### config.mk
export PLATFORM = sky130hd
export DESIGN_NAME = sel_sequencer
export DESIGN_NICKNAME = d
export VERILOG_FILES = /design/src/rtl/sel_sequencer.sv
export SDC_FILE = /design/constraint.sdc
export NUM_CORES = 1
export LEC_CHECK = 0
export ABC_AREA = 1
export CORE_MARGIN = 2
export CORE_UTILIZATION = 35
export CTS_CLUSTER_SIZE = 12
export DETAILED_ROUTE_END_ITERATION = 10
export GPL_ROUTABILITY_DRIVEN = 0
export PLACE_DENSITY = 0.63
export SYNTH_ARGS = -nofsm -noshare
export SYNTH_HDL_FRONTEND = slang
export SYNTH_SLANG_ARGS = --single-unit
### constraint.sdc
create_clock -name clk -period 3.58 [get_ports clk]
set_input_delay 0.716 -clock clk [delete_from_list [all_inputs] [get_ports clk]]
set_output_delay 0.716 -clock clk [all_outputs]
set_load 0.01 [all_outputs]
### src/rtl/sel_sequencer.sv
// sel_sequencer: steps a 2-bit select code through all four values.
// Each code is held for a programmable dwell and then offered with a
// valid/ready handshake. The 4-code pass repeats 'loops' extra times,
// after which 'done' pulses for one cycle.
// Build option: define SEL_SEQ_GRAY_EN for Gray-coded select output
// (00,01,11,10). When it is undefined the output is plain binary (00,01,10,11).
module sel_sequencer #(
  parameter int DWELL_W = 4,
  parameter int LOOP_W  = 4
) (
  input  logic               clk,
  input  logic               rst,
  input  logic               start,
  input  logic               abort,
  input  logic [DWELL_W-1:0] dwell,
  input  logic [LOOP_W-1:0]  loops,
  output logic [1:0]         A,
  output logic               valid,
  input  logic               ready,
  output logic               busy,
  output logic               done
);

  typedef enum logic [1:0] {
    S_IDLE    = 2'b00,
    S_WAIT    = 2'b01,
    S_PRESENT = 2'b10,
    S_DONE    = 2'b11
  } state_t;

  // Map a pass index onto the code driven to the decoder.
  function automatic logic [1:0] sel_code(input logic [1:0] idx);
`ifdef SEL_SEQ_GRAY_EN
    return idx ^ {1'b0, idx[1]};
`else
    return idx;
`endif
  endfunction

  state_t              state_q;
  logic [1:0]          idx_q;
  logic [DWELL_W-1:0]  dcnt_q;
  logic [DWELL_W-1:0]  dwell_lat_q;
  logic [LOOP_W-1:0]   lcnt_q;
  logic [1:0]          a_q;
  logic                valid_q;
  logic                busy_q;
  logic                done_q;

  logic [1:0]          idx_d;
  logic [1:0]          a_d;
  logic                last_idx_s;

  // Next index/code used when a transfer advances within a pass.
  always_comb begin
    idx_d      = idx_q + 2'd1;
    a_d        = sel_code(idx_d);
    last_idx_s = (idx_q == 2'd3);
  end

  // Sequencer state machine; all outputs are registered here.
  always_ff @(posedge clk) begin
    if (rst) begin
      state_q     <= S_IDLE;
      idx_q       <= 2'd0;
      dcnt_q      <= {DWELL_W{1'b0}};
      dwell_lat_q <= {DWELL_W{1'b0}};
      lcnt_q      <= {LOOP_W{1'b0}};
      a_q         <= 2'b00;
      valid_q     <= 1'b0;
      busy_q      <= 1'b0;
      done_q      <= 1'b0;
    end else if (abort && (state_q != S_IDLE)) begin
      // abort wins over any transfer in the same cycle and never reports done
      state_q <= S_IDLE;
      idx_q   <= 2'd0;
      dcnt_q  <= {DWELL_W{1'b0}};
      lcnt_q  <= {LOOP_W{1'b0}};
      a_q     <= 2'b00;
      valid_q <= 1'b0;
      busy_q  <= 1'b0;
      done_q  <= 1'b0;
    end else begin
      case (state_q)
        S_IDLE: begin
          if (start && !abort) begin
            state_q     <= S_WAIT;
            dcnt_q      <= dwell;
            dwell_lat_q <= dwell;
            lcnt_q      <= loops;
            idx_q       <= 2'd0;
            a_q         <= sel_code(2'd0);
            busy_q      <= 1'b1;
            valid_q     <= 1'b0;
            done_q      <= 1'b0;
          end else begin
            state_q <= S_IDLE;
            busy_q  <= 1'b0;
            valid_q <= 1'b0;
            done_q  <= 1'b0;
          end
        end
        S_WAIT: begin
          if (dcnt_q == {DWELL_W{1'b0}}) begin
            state_q <= S_PRESENT;
            valid_q <= 1'b1;
          end else begin
            dcnt_q <= dcnt_q - DWELL_W'(1);
          end
        end
        S_PRESENT: begin
          if (ready) begin
            valid_q <= 1'b0;
            if (!last_idx_s) begin
              state_q <= S_WAIT;
              idx_q   <= idx_d;
              a_q     <= a_d;
              dcnt_q  <= dwell_lat_q;
            end else if (lcnt_q != {LOOP_W{1'b0}}) begin
              // end of a pass with passes remaining: restart at code 0
              state_q <= S_WAIT;
              idx_q   <= 2'd0;
              a_q     <= sel_code(2'd0);
              lcnt_q  <= lcnt_q - LOOP_W'(1);
              dcnt_q  <= dwell_lat_q;
            end else begin
              state_q <= S_DONE;
              done_q  <= 1'b1;
            end
          end else begin
            valid_q <= 1'b1;
          end
        end
        S_DONE: begin
          state_q <= S_IDLE;
          done_q  <= 1'b0;
          busy_q  <= 1'b0;
          idx_q   <= 2'd0;
          a_q     <= 2'b00;
        end
        default: begin
          state_q <= S_IDLE;
          idx_q   <= 2'd0;
          a_q     <= 2'b00;
          valid_q <= 1'b0;
          busy_q  <= 1'b0;
          done_q  <= 1'b0;
        end
      endcase
    end
  end

  assign A     = a_q;
  assign valid = valid_q;
  assign busy  = busy_q;
  assign done  = done_q;

endmodule

Yosys cells after proc, flatten, opt, wreduce, memory -nomap -nowiden
Cells that the tools add are included.
{"block": "word_totals", "reg_bits": 19, "in_bits": 13, "elab_cells": 76}
{"block": "classes", "n_addsub": 3, "n_eq_ne": 12, "mux": 31, "bitwise": 1, "reduce_logical": 21}
{"operator": "4-bit two-way mux", "count": 9}
{"operator": "2-bit two-way mux", "count": 8}
{"operator": "2-bit inequality test, second input constant", "count": 7}
{"operator": "4-bit case mux with 3 select lines", "count": 1}
{"operator": "5-bit AND reduction", "count": 2}
{"operator": "2-bit case mux with 4 select lines", "count": 1}
{"operator": "4-bit case mux with 2 select lines", "count": 1}
{"operator": "4-bit AND reduction", "count": 2}
{"operator": "2-bit nonzero test", "count": 4}
{"operator": "4-bit by 1-bit subtractor with 4-bit output, second input constant", "count": 2}
{"operator": "1-bit two-way mux", "count": 7}
{"operator": "2-bit equality test, second input constant", "count": 3}
{"operator": "2-bit case mux with 3 select lines", "count": 1}
{"operator": "3-bit nonzero test", "count": 2}
{"operator": "4-bit zero test", "count": 1}
{"operator": "1-bit case mux with 2 select lines", "count": 2}
{"operator": "2-bit AND reduction", "count": 2}
{"operator": "4-bit nonzero test", "count": 1}
{"operator": "2-bit OR reduction", "count": 2}
{"operator": "3-bit inequality test, second input constant", "count": 1}
{"operator": "1-bit case mux with 3 select lines", "count": 1}
{"operator": "3-bit AND reduction", "count": 1}
{"operator": "2-bit by 1-bit adder with 2-bit output, second input constant", "count": 1}
{"operator": "2-bit by 1-bit equality test with 1-bit output, second input constant", "count": 1}
{"operator": "4 further kinds", "count": 5}

Logic depth before layout (Yosys ltp)
Gate-level depths: netlist (run 1).
{"block": "depth", "word_depth": 5, "depth_mapped": 10, "ltp_nobuf": 10}

Worst setup path before layout (run 1)
Ideal clock, no wire load.
{"block": "synth_timing", "path_type": "flip-flop to flip-flop", "start": "register state_q[0]", "end": "register lcnt_q[0]", "setup_time_ns": 0.116, "t_arrival_ns": 1.329, "required_ns": 3.464, "path_slack_ns": 2.135, "path_stages_with_launch": 11, "synth_period_minus_slack_ns": 1.445, "path_cell_list": "dfxtp_1 -> inv_1 -> ha_1 -> inv_2 -> a21oi_4 -> nor2_2 -> nand2_2 -> nor2_4 -> inv_2 -> nor2_1 -> nor2_1"}
{"block": "synth_between", "elab_chain_len": 3, "word_cells_on_any_way": 12, "classes_between": "5 x eq/ne; 1 x mux; 6 x reduce/logical"}
{"element": "from (decl)", "line": "40", "source": "state_t state_q;"}
{"element": "from (signal assigned)", "line": "64", "source": "state_q <= S_IDLE;"}
{"element": "from (signal assigned)", "line": "75", "source": "state_q <= S_IDLE;"}
{"element": "from (signal assigned)", "line": "87", "source": "state_q <= S_WAIT;"}
{"element": "2-bit equality test, or another cell as far along", "line": "84", "source": "case (state_q)"}
{"element": "2-bit inequality test (no source line), or another cell as far along"}
{"element": "5-bit AND reduction (no source line) or 2-bit OR reduction (tied branches)"}
{"element": "to (signal assigned)", "line": "78", "source": "lcnt_q <= {LOOP_W{1'b0}};"}
{"element": "to (signal assigned)", "line": "90", "source": "lcnt_q <= loops;"}
{"element": "to (signal assigned)", "line": "124", "source": "lcnt_q <= lcnt_q - LOOP_W'(1);"}
{"element": "to (decl)", "line": "44", "source": "logic [LOOP_W-1:0] lcnt_q;"}
Several ways; a longest one is shown, not always the timed one.
A chain may end at the register's enable or synchronous reset.

Worst setup path after layout (run 1)
{"block": "layout_timing", "start": "register a_q[0], in the netlist A[0]", "end": "output port A[0]"}
{"element": "from (decl)", "line": "45", "source": "logic [1:0] a_q;"}
{"element": "from (signal assigned)", "line": "92", "source": "a_q <= sel_code(2'd0);"}
{"element": "from (signal assigned)", "line": "123", "source": "a_q <= sel_code(2'd0);"}
{"element": "to (decl)", "line": "17", "source": "output logic [1:0] A,"}
No word-level cell between the ends.

==> impl_metrics.ini, run 1 <==
[logic_synthesis]
synthCells = 177
synth_top_area_share = 0.306
synth-warning-count = 0
yosysTopAreaCell = dfxtp_1
postSynthAreaPerCell_um2 = 7.03
ys_seq_area_frac = 0.306
synthDistinctLibCells = 25
ys_seq_elements = 19
netlist_area_mm2 = 0.00124
synth_nets = 200
synth_area_leaders = dfxtp_1 (31%), nand2_1 (11%), ha_1 (10%), a21oi_1 (6.4%), inv_1 (6.3%)

[detailed_routing]
via_per_inst = 4.71
firstDrtPassIters = 4
drt_iter0_markers = 61
routedWlPerCell_um = 11.1
vias = 1140
routed_wl_um = 2680
drc_errors = 0
final_antenna_net_count = 0

[clock_tree]
cts_tree = built
cts_root_buf = clkbuf_4
htreeDepth = 1
clock_latency_ns = 0.30
cts_num_sinks = 19
cts_setup_buffers = 0
path_clk_slew_ns = 0.12
cts_hold_buf = 0
clockBufferDepth = 2
cts-resized-gates = 0
cts_made_buffers = 3

[critical_path]
crit_buf_inv = 1
crit_chain = clkdlybuf4s50_1
arrival_ns = 1.24
setup.worst_path.start_class = flip-flop
cp_slowest_cell = clkdlybuf4s50_1
required_ns = 2.86
critPathTopFamily = buffers and inverters
endpoint_kind = output port
worstSetupPathType = reg -> out
worst_path_largest_cell_delay_ns = 0.55
critPathMaxFanout = 4

[finish]
seqCellArea_um2 = 380
stdcell_count = 242
multi_input_area_um2 = 748
fillCellCount = 361
final_util = 0.437
synthToLayoutAreaGrowth_pct = 18.9
antenna_cells = 0
layout-drive-gt1-share = 0.112
num-nets-final = 220

[global_routing]
antenna_found_initial = 0
grt_max_degree = 13
grt-ovfl-total = 0
grt_pass1_vias = 1037
grt_pass1_wl_um = 4620
grt_usage = 0.144

[outcome]
outcome = completed

[floorplan]
rows = 21
fp.dieW_um = 63.6
initial_core_util = 0.367
io_pins = 18
die_area_mm2 = 0.00405
core_area_mm2 = 0.00339
chipHeight_um = 63.6

[power]
power_density_mw_per_mm2 = 745
p_leak_uw = 0.000624
peakVddDrop_mv = 0.189

[worst_hold_path]
hold_class = reg -> reg

[timing]
worst_pin_slew_ns = 0.475
rsz0062_at_grt = no
post-route-period-util = 0.546
finalSetupViolations = 0
fin_setup_tns_ns = 0
max_freq_mhz = 512
period_needed_ns = 1.95
hold_viol = 0
maxSlewHeadroom = 0.684
slew_viol_final = 0
skew_ns = 0.00537

[placed_design]
dp_cells = 238
dp_hpwl_um = 2060
io_buffer_count = 17

[job]
max_cap_violations = 0
placed cells by master, fill, tap and decap left out, drive strengths merged:
| cell | instances |
|---|---|
| dfxtp | 19 |
| mux2i | 2 |
| o21ai | 15 |
| clkbuf | 4 |
| ha | 10 |
| inv | 26 |
| nand4 | 4 |
| a21oi | 19 |
| nor3 | 2 |
| xnor2 | 1 |
| or2 | 1 |
| a211oi | 1 |
| o21bai | 1 |
| clkdlybuf4s50 | 17 |
| nand2 | 43 |
| nor2 | 18 |
| nand3 | 13 |
report_power, final:
part	internal (uW)	leakage [uW]	total (uW)	switching [uW]
clock network	43.4	0.0000150	113	69.7
logic	258	0.000453	665	408
registers	274	0.000156	325	50.4
kinds of logic after synthesis:
| family | share of synthesized area |
|---|---|
| xor+xnor | 0.00704 |
| flops | 0.306 |
| simple gates | 0.308 |
| fa+ha+maj | 0.101 |
| mux | 0.0161 |
| buf+inv | 0.0935 |
| compound gates | 0.170 |
sequential cells by signal, indices dropped and copies added, names as in the netlist:
signal       cells
state_q          2
busy             1
dwell_lat_q      4
dcnt_q           4
valid            1
lcnt_q           4
done             1
A                2
layout make-up:
cell class                 instances  area share
multi-input combinational        130       0.505
sequential                        19       0.257
timing repair buffer              17       0.115
inverter                          26      0.0659
tap                               46      0.0389
clock buffer                       4      0.0178
path summary, 6_finish.rpt:
kind | startpoint | end | slack (ns) | cells after the start
hold / removal | busy | busy | 0.48 | 2
setup / recovery | A[0] | A[0] | 1.63 | 1
setup reg to reg | state_q[0] | lcnt_q[1] | 1.71 | 9
hold reg to reg | busy | busy | 0.48 | 2
metal layers:
layer	GRT usage	routed length, um	vias to the layer above
met1	0.207	1420	509
met2	0.218	1160	18
met5	0	0	-
met3	0.0161	71	2
li1	-	-	611
met4	0.0571	27	0
synth_stat cells, drive strengths merged:
library cell   n
inv           26
a211oi         1
mux2i          2
o21ai         15
nor2          18
xnor2          1
o21bai         1
ha            10
dfxtp         19
a21oi         19
or2            1
nand3         13
nand4          4
nor3           2
buf            2
nand2         43
metrics by stage:
step	worst slack (ns)	instance area, um2	power [uW]	hold WS, ns
2_1_floorplan	2.13	1240	842	0.435
3_3_place_gp	1.57	1450	989	0.455
3_5_place_dp	1.55	1450	990	0.465
4_1_cts	1.60	1480	1110	0.484
5_1_grt	1.54	1480	1230	0.505
6_report	1.63	1480	1100	0.477
(Power assumes the default switching activity.)
==> run 2: changes to the inputs <==
==> constraint.sdc (replaced) <==
create_clock -name clk -period 2 [get_ports clk]
set_input_delay 0.4 -clock clk [delete_from_list [all_inputs] [get_ports clk]]
set_output_delay 0.4 -clock clk [all_outputs]
set_load 0.01 [all_outputs]
==> run 2 against run 1 <==
Compared with the run above: sequential cell count did not move; first-iteration DRC count fell by 3.3%; largest power group unchanged; register-to-register slack got worse by 1.4 ns; die area did not move; via count barely moved; cell count did not move.
==> impl_metrics.ini, run 2 (synthesis results as in run 1) <==
[clock_tree]
cts_root_buf = clkbuf_4
cts_hold_buf = 0
cts-resized-gates = 0
cts_num_sinks = 19
cts_made_buffers = 3
clockBufferDepth = 2
htreeDepth = 1
cts_tree = built
path_clk_slew_ns = 0.11
cts_setup_buffers = 0
clock_latency_ns = 0.30

[timing]
period_needed_ns = 1.68
max_freq_mhz = 594
hold_viol = 0
layout_setup_ws_ns = 0.317
maxSlewHeadroom = 0.772
worst_pin_slew_ns = 0.343
finalSetupViolations = 0
post-route-period-util = 0.842
slew_viol_final = 0
rsz0062_at_grt = no
skew_ns = 0.00656
fin_setup_tns_ns = 0
hold_ws_ns = 0.475

[critical_path]
endpoint_kind = flip-flop
cp_slowest_cell = dfxtp_1
worstSetupPathType = reg -> reg
arrival_ns = 1.89
crit_chain = inv_1 > ha_2 > inv_2 > a21oi_4 > nor2_2 > nand2_2 > nor2_4 > inv_2 > nor2_1 > nor2_1
worst_path_largest_cell_delay_ns = 0.41
setup.worst_path.start_class = flip-flop
required_ns = 2.20
critPathMaxFanout = 12

[placed_design]
io_buffer_count = 17
pre_cts_slack_ns = 0.197
placed_area_mm2 = 0.00145
dp_hpwl_um = 2050

[floorplan]
io_pins = 18
fp.dieW_um = 63.6
initial_core_util = 0.367
rows = 21
core_area_mm2 = 0.00339
chipHeight_um = 63.6
die_area_mm2 = 0.00405

[power]
power_density_mw_per_mm2 = 1320
peakVddDrop_mv = 0.435
swShare = 0.474
sequentialPowerShare = 0.298
intPower_uw = 1030
clkPwrFrac = 0.102
totalPowerFinal_uw = 1960
combPwrFrac = 0.599
p_switching_uw = 926
p_leak_uw = 0.000622

[finish]
mostFrequentLayoutCells = nand2_1 (38), inv_1 (21), dfxtp_1 (19), clkdlybuf4s50_1 (17), a21oi_1 (16)
num-nets-final = 220
seqCellArea_um2 = 380
multi_input_area_um2 = 751
final_common_cell = nand2_1
antenna_cells = 0
fillCellCount = 352
synthToLayoutAreaGrowth_pct = 19.1
final_area_mm2 = 0.00148
top_regs = dcnt_q (4), dwell_lat_q (4), lcnt_q (4)
layout-drive-gt1-share = 0.117

[detailed_routing]
drt_iter0_markers = 59
via_per_inst = 4.71
routedWlPerCell_um = 10.8
firstDrtPassIters = 4
drc_errors = 0
vias = 1141
final_antenna_net_count = 0
routed_wl_um = 2620

[outcome]
outcome = completed

[global_routing]
grt_pass1_wl_um = 4510
grt_pass1_vias = 1053
grt_max_degree = 13
grt_usage = 0.140
antenna_found_initial = 0
grt-ovfl-total = 0

[worst_hold_path]
hold_class = reg -> reg

[job]
max_cap_violations = 0
## run 2: final timing paths
kind / start / to / slack [ns] / depth (start not counted)
setup / recovery: state_q[0] / lcnt_q[1] / 0.32 / 10
hold reg to reg: busy / busy / 0.48 / 2
setup reg to reg: state_q[0] / lcnt_q[1] / 0.32 / 10
hold / removal: busy / busy / 0.48 / 2
## run 2: routing by layer
layer  wire, um  track usage
met1       1370        0.191
met2       1150        0.218
met3         69       0.0161
met4         38       0.0652
met5          0            0
## run 2: power groups by stage
| stage | Sequential (uW) | Combinational, uW | Clock (uW) |
|---|---|---|---|
| global route | 600 | 1360 | 222 |
| CTS | 584 | 1170 | 207 |
| floorplan | 581 | 927 | 0 |
| global placement | 592 | 1170 | 0 |
| detailed placement | 593 | 1170 | 0 |
| finish | 583 | 1170 | 200 |
## run 2: cell type report
class | instances | area share
well taps | 46 | 0.0388
repair buffers | 17 | 0.115
multi-input cells | 130 | 0.506
clock buffers | 4 | 0.0177
flip-flops and latches | 19 | 0.257
inverters | 26 | 0.0658
## run 2: metrics by stage
step,util,cells
after floorplan,-,177
after global placement,0.429,238
after detailed placement,0.429,238
after CTS,0.437,242
after global routing,0.437,242
final,0.437,242
## run 2: critical path, delay by kind of cell (launching register included)
kind / cells / cell delay (ns)
adder cells (fa/ha/maj): 1 / 0.29
AND/OR/NAND/NOR: 5 / 0.46
AO/OA/AOI/OAI: 1 / 0.06
buffers and inverters: 3 / 0.38
flip-flops: 1 / 0.41
==> run 3: changes to the inputs <==
==> constraint.sdc (replaced) <==
create_clock -name clk -period 1.7 [get_ports clk]
set_input_delay 0.34 -clock clk [delete_from_list [all_inputs] [get_ports clk]]
set_output_delay 0.34 -clock clk [all_outputs]
set_load 0.01 [all_outputs]
==> run 3 against run 2 <==
Compared with the run above: register-to-register slack worse by 0.22 ns; sequential cell count stayed put; utilization is 3.2 points higher; worst setup slack worse by 0.22 ns; combinational power is 34% higher; clock power is 23% higher; first-iteration DRC count is 25% higher; non-clock buffer count is 12 higher; largest cell class unchanged; largest power group unchanged.
==> impl_metrics.ini, run 3 (synthesis results as in run 1) <==
[critical_path]
setup.worst_path.start_class = flip-flop
critPathMaxFanout = 6
startpoint = state_q[1]
r2r-end = state_q[1]
r2r_start = state_q[1]
reg2reg_slack_ns = 0.10
arrival_ns = 1.81
worstSetupPathType = reg -> reg
endpoint_kind = flip-flop
timing.reg2reg.worst_path_depth = 9
required_ns = 1.91

[clock_tree]
htreeDepth = 1
cts_root_buf = clkbuf_4
clockBufferDepth = 2
clock_latency_ns = 0.31
cts_num_sinks = 19
cts_made_buffers = 3
cts_tree = built
path_clk_slew_ns = 0.13

[finish]
synthToLayoutAreaGrowth_pct = 27.9
top_regs = dcnt_q (4), dwell_lat_q (4), lcnt_q (4)
final_util = 0.470
antenna_cells = 0
num-nets-final = 232
mostFrequentLayoutCells = nand2_1 (38), inv_1 (20), dfxtp_1 (18), clkdlybuf4s50_1 (17)
final_common_cell = nand2_1
stdcell_count = 254
layout-drive-gt1-share = 0.188

[floorplan]
io_pins = 18
die_area_mm2 = 0.00405
initial_core_util = 0.367
core_area_mm2 = 0.00339
rows = 21
chipHeight_um = 63.6
fp.dieW_um = 63.6

[detailed_routing]
vias = 1190
drt_iter0_markers = 74
via_per_inst = 4.69
routedWlPerCell_um = 11.0
routed_wl_um = 2780
final_antenna_net_count = 0
firstDrtPassIters = 4
drc_errors = 0

[timing]
finalSetupViolations = 0
worst_pin_slew_ns = 0.261
post-route-period-util = 0.941
fin_setup_tns_ns = 0
skew_ns = 0.0117
maxSlewHeadroom = 0.826
slew_viol_final = 0
period_needed_ns = 1.60
rsz0062_at_grt = no
hold_viol = 0
max_freq_mhz = 625

[global_routing]
grt_pass1_wl_um = 4920
grt_max_degree = 11
grt_usage = 0.151
antenna_found_initial = 0
grt-ovfl-total = 0
grt_pass1_vias = 1115

[job]
max_cap_violations = 0

[power]
peakVddDrop_mv = 0.428
p_leak_uw = 0.000683
power_density_mw_per_mm2 = 1570

[placed_design]
dp_hpwl_um = 2150
io_buffer_count = 17
dp_cells = 247

[worst_hold_path]
hold_end = dwell_lat_q[3]
hold_class = reg -> reg
holdCritStartpoint = dwell_lat_q[3]
holdPathStages = 2

[outcome]
outcome = completed
## run 3: cell count changes in the layout (fill, tap and decap cells not counted), sizes merged
cell / before / now
buf: 0 / 12
## run 3: metrics by stage
| step | total power (uW) | setup WS, ns | hold slack [ns] | area (um2) |
|---|---|---|---|---|
| after floorplan | 1770 | 0.255 | 0.409 | 1240 |
| after global placement | 2180 | 0.0804 | 0.451 | 1530 |
| after detailed placement | 2190 | 0.0489 | 0.454 | 1530 |
| after CTS | 2440 | 0.0990 | 0.472 | 1560 |
| after global routing | 2780 | 0.0303 | 0.513 | 1590 |
| final | 2500 | 0.100 | 0.476 | 1590 |
## run 3: power breakdown
| part | total [uW] | internal (uW) | switching [uW] | leakage (uW) |
|---|---|---|---|---|
| logic | 1570 | 670 | 898 | 0.000512 |
| registers | 686 | 579 | 106 | 0.000156 |
| clock network | 247 | 91.4 | 156 | 0.0000150 |
| total | 2500 | 1340 | 1160 | 0.000683 |
## run 3: how the worst max path moves through the flow
| stage | endpoint | slack (ns) | cells past startpoint |
|---|---|---|---|
| 2_1_floorplan | lcnt_q[0] | 0.25 | 10 |
| 3_3_place_gp | dcnt_q[2] | 0.08 | 9 |
| 3_5_place_dp | dcnt_q[2] | 0.05 | 9 |
| 4_1_cts | lcnt_q[1] | 0.1 | 10 |
| 5_1_grt | state_q[0] | 0.03 | 8 |
| 6_report | state_q[1] | 0.10 | 9 |
## run 3: per-layer routing
layer,vias up,wire length [um],track usage,share of wire
li1,639,-,-,-
met1,526,1420,0.225,0.51
met2,23,1250,0.226,0.45
met3,2,87,0.0161,0.031
met4,0,21,0.0489,0.0075
met5,-,0,0,0
## run 3: worst max-delay path, stage by stage (launching register included)
cell and delay, ns:
dfxtp_2 0.36, inv_1 0.16, ha_1 0.25, inv_1 0.11, a21oi_1 0.24, inv_1 0.09
nand2_1 0.10, o21ai_0 0.08, nand2_1 0.07, nor2_1 0.04
## run 3: timing repair
item	CTS	global route
setup endpoints to repair	0	3
hold buffers	0	0
buffers inserted	0	3
hold endpoints to repair	0	0
resized for setup	0	5
## run 3: cell type report
| cell class | instances | area [um2] |
|---|---|---|
| inverter | 26 | 97.6 |
| multi-input combinational | 130 | 757 |
| clock buffer | 4 | 26.3 |
| fill | 335 | 1800 |
| timing repair buffer | 29 | 273 |
| tap | 46 | 57.6 |
| sequential | 19 | 382 |
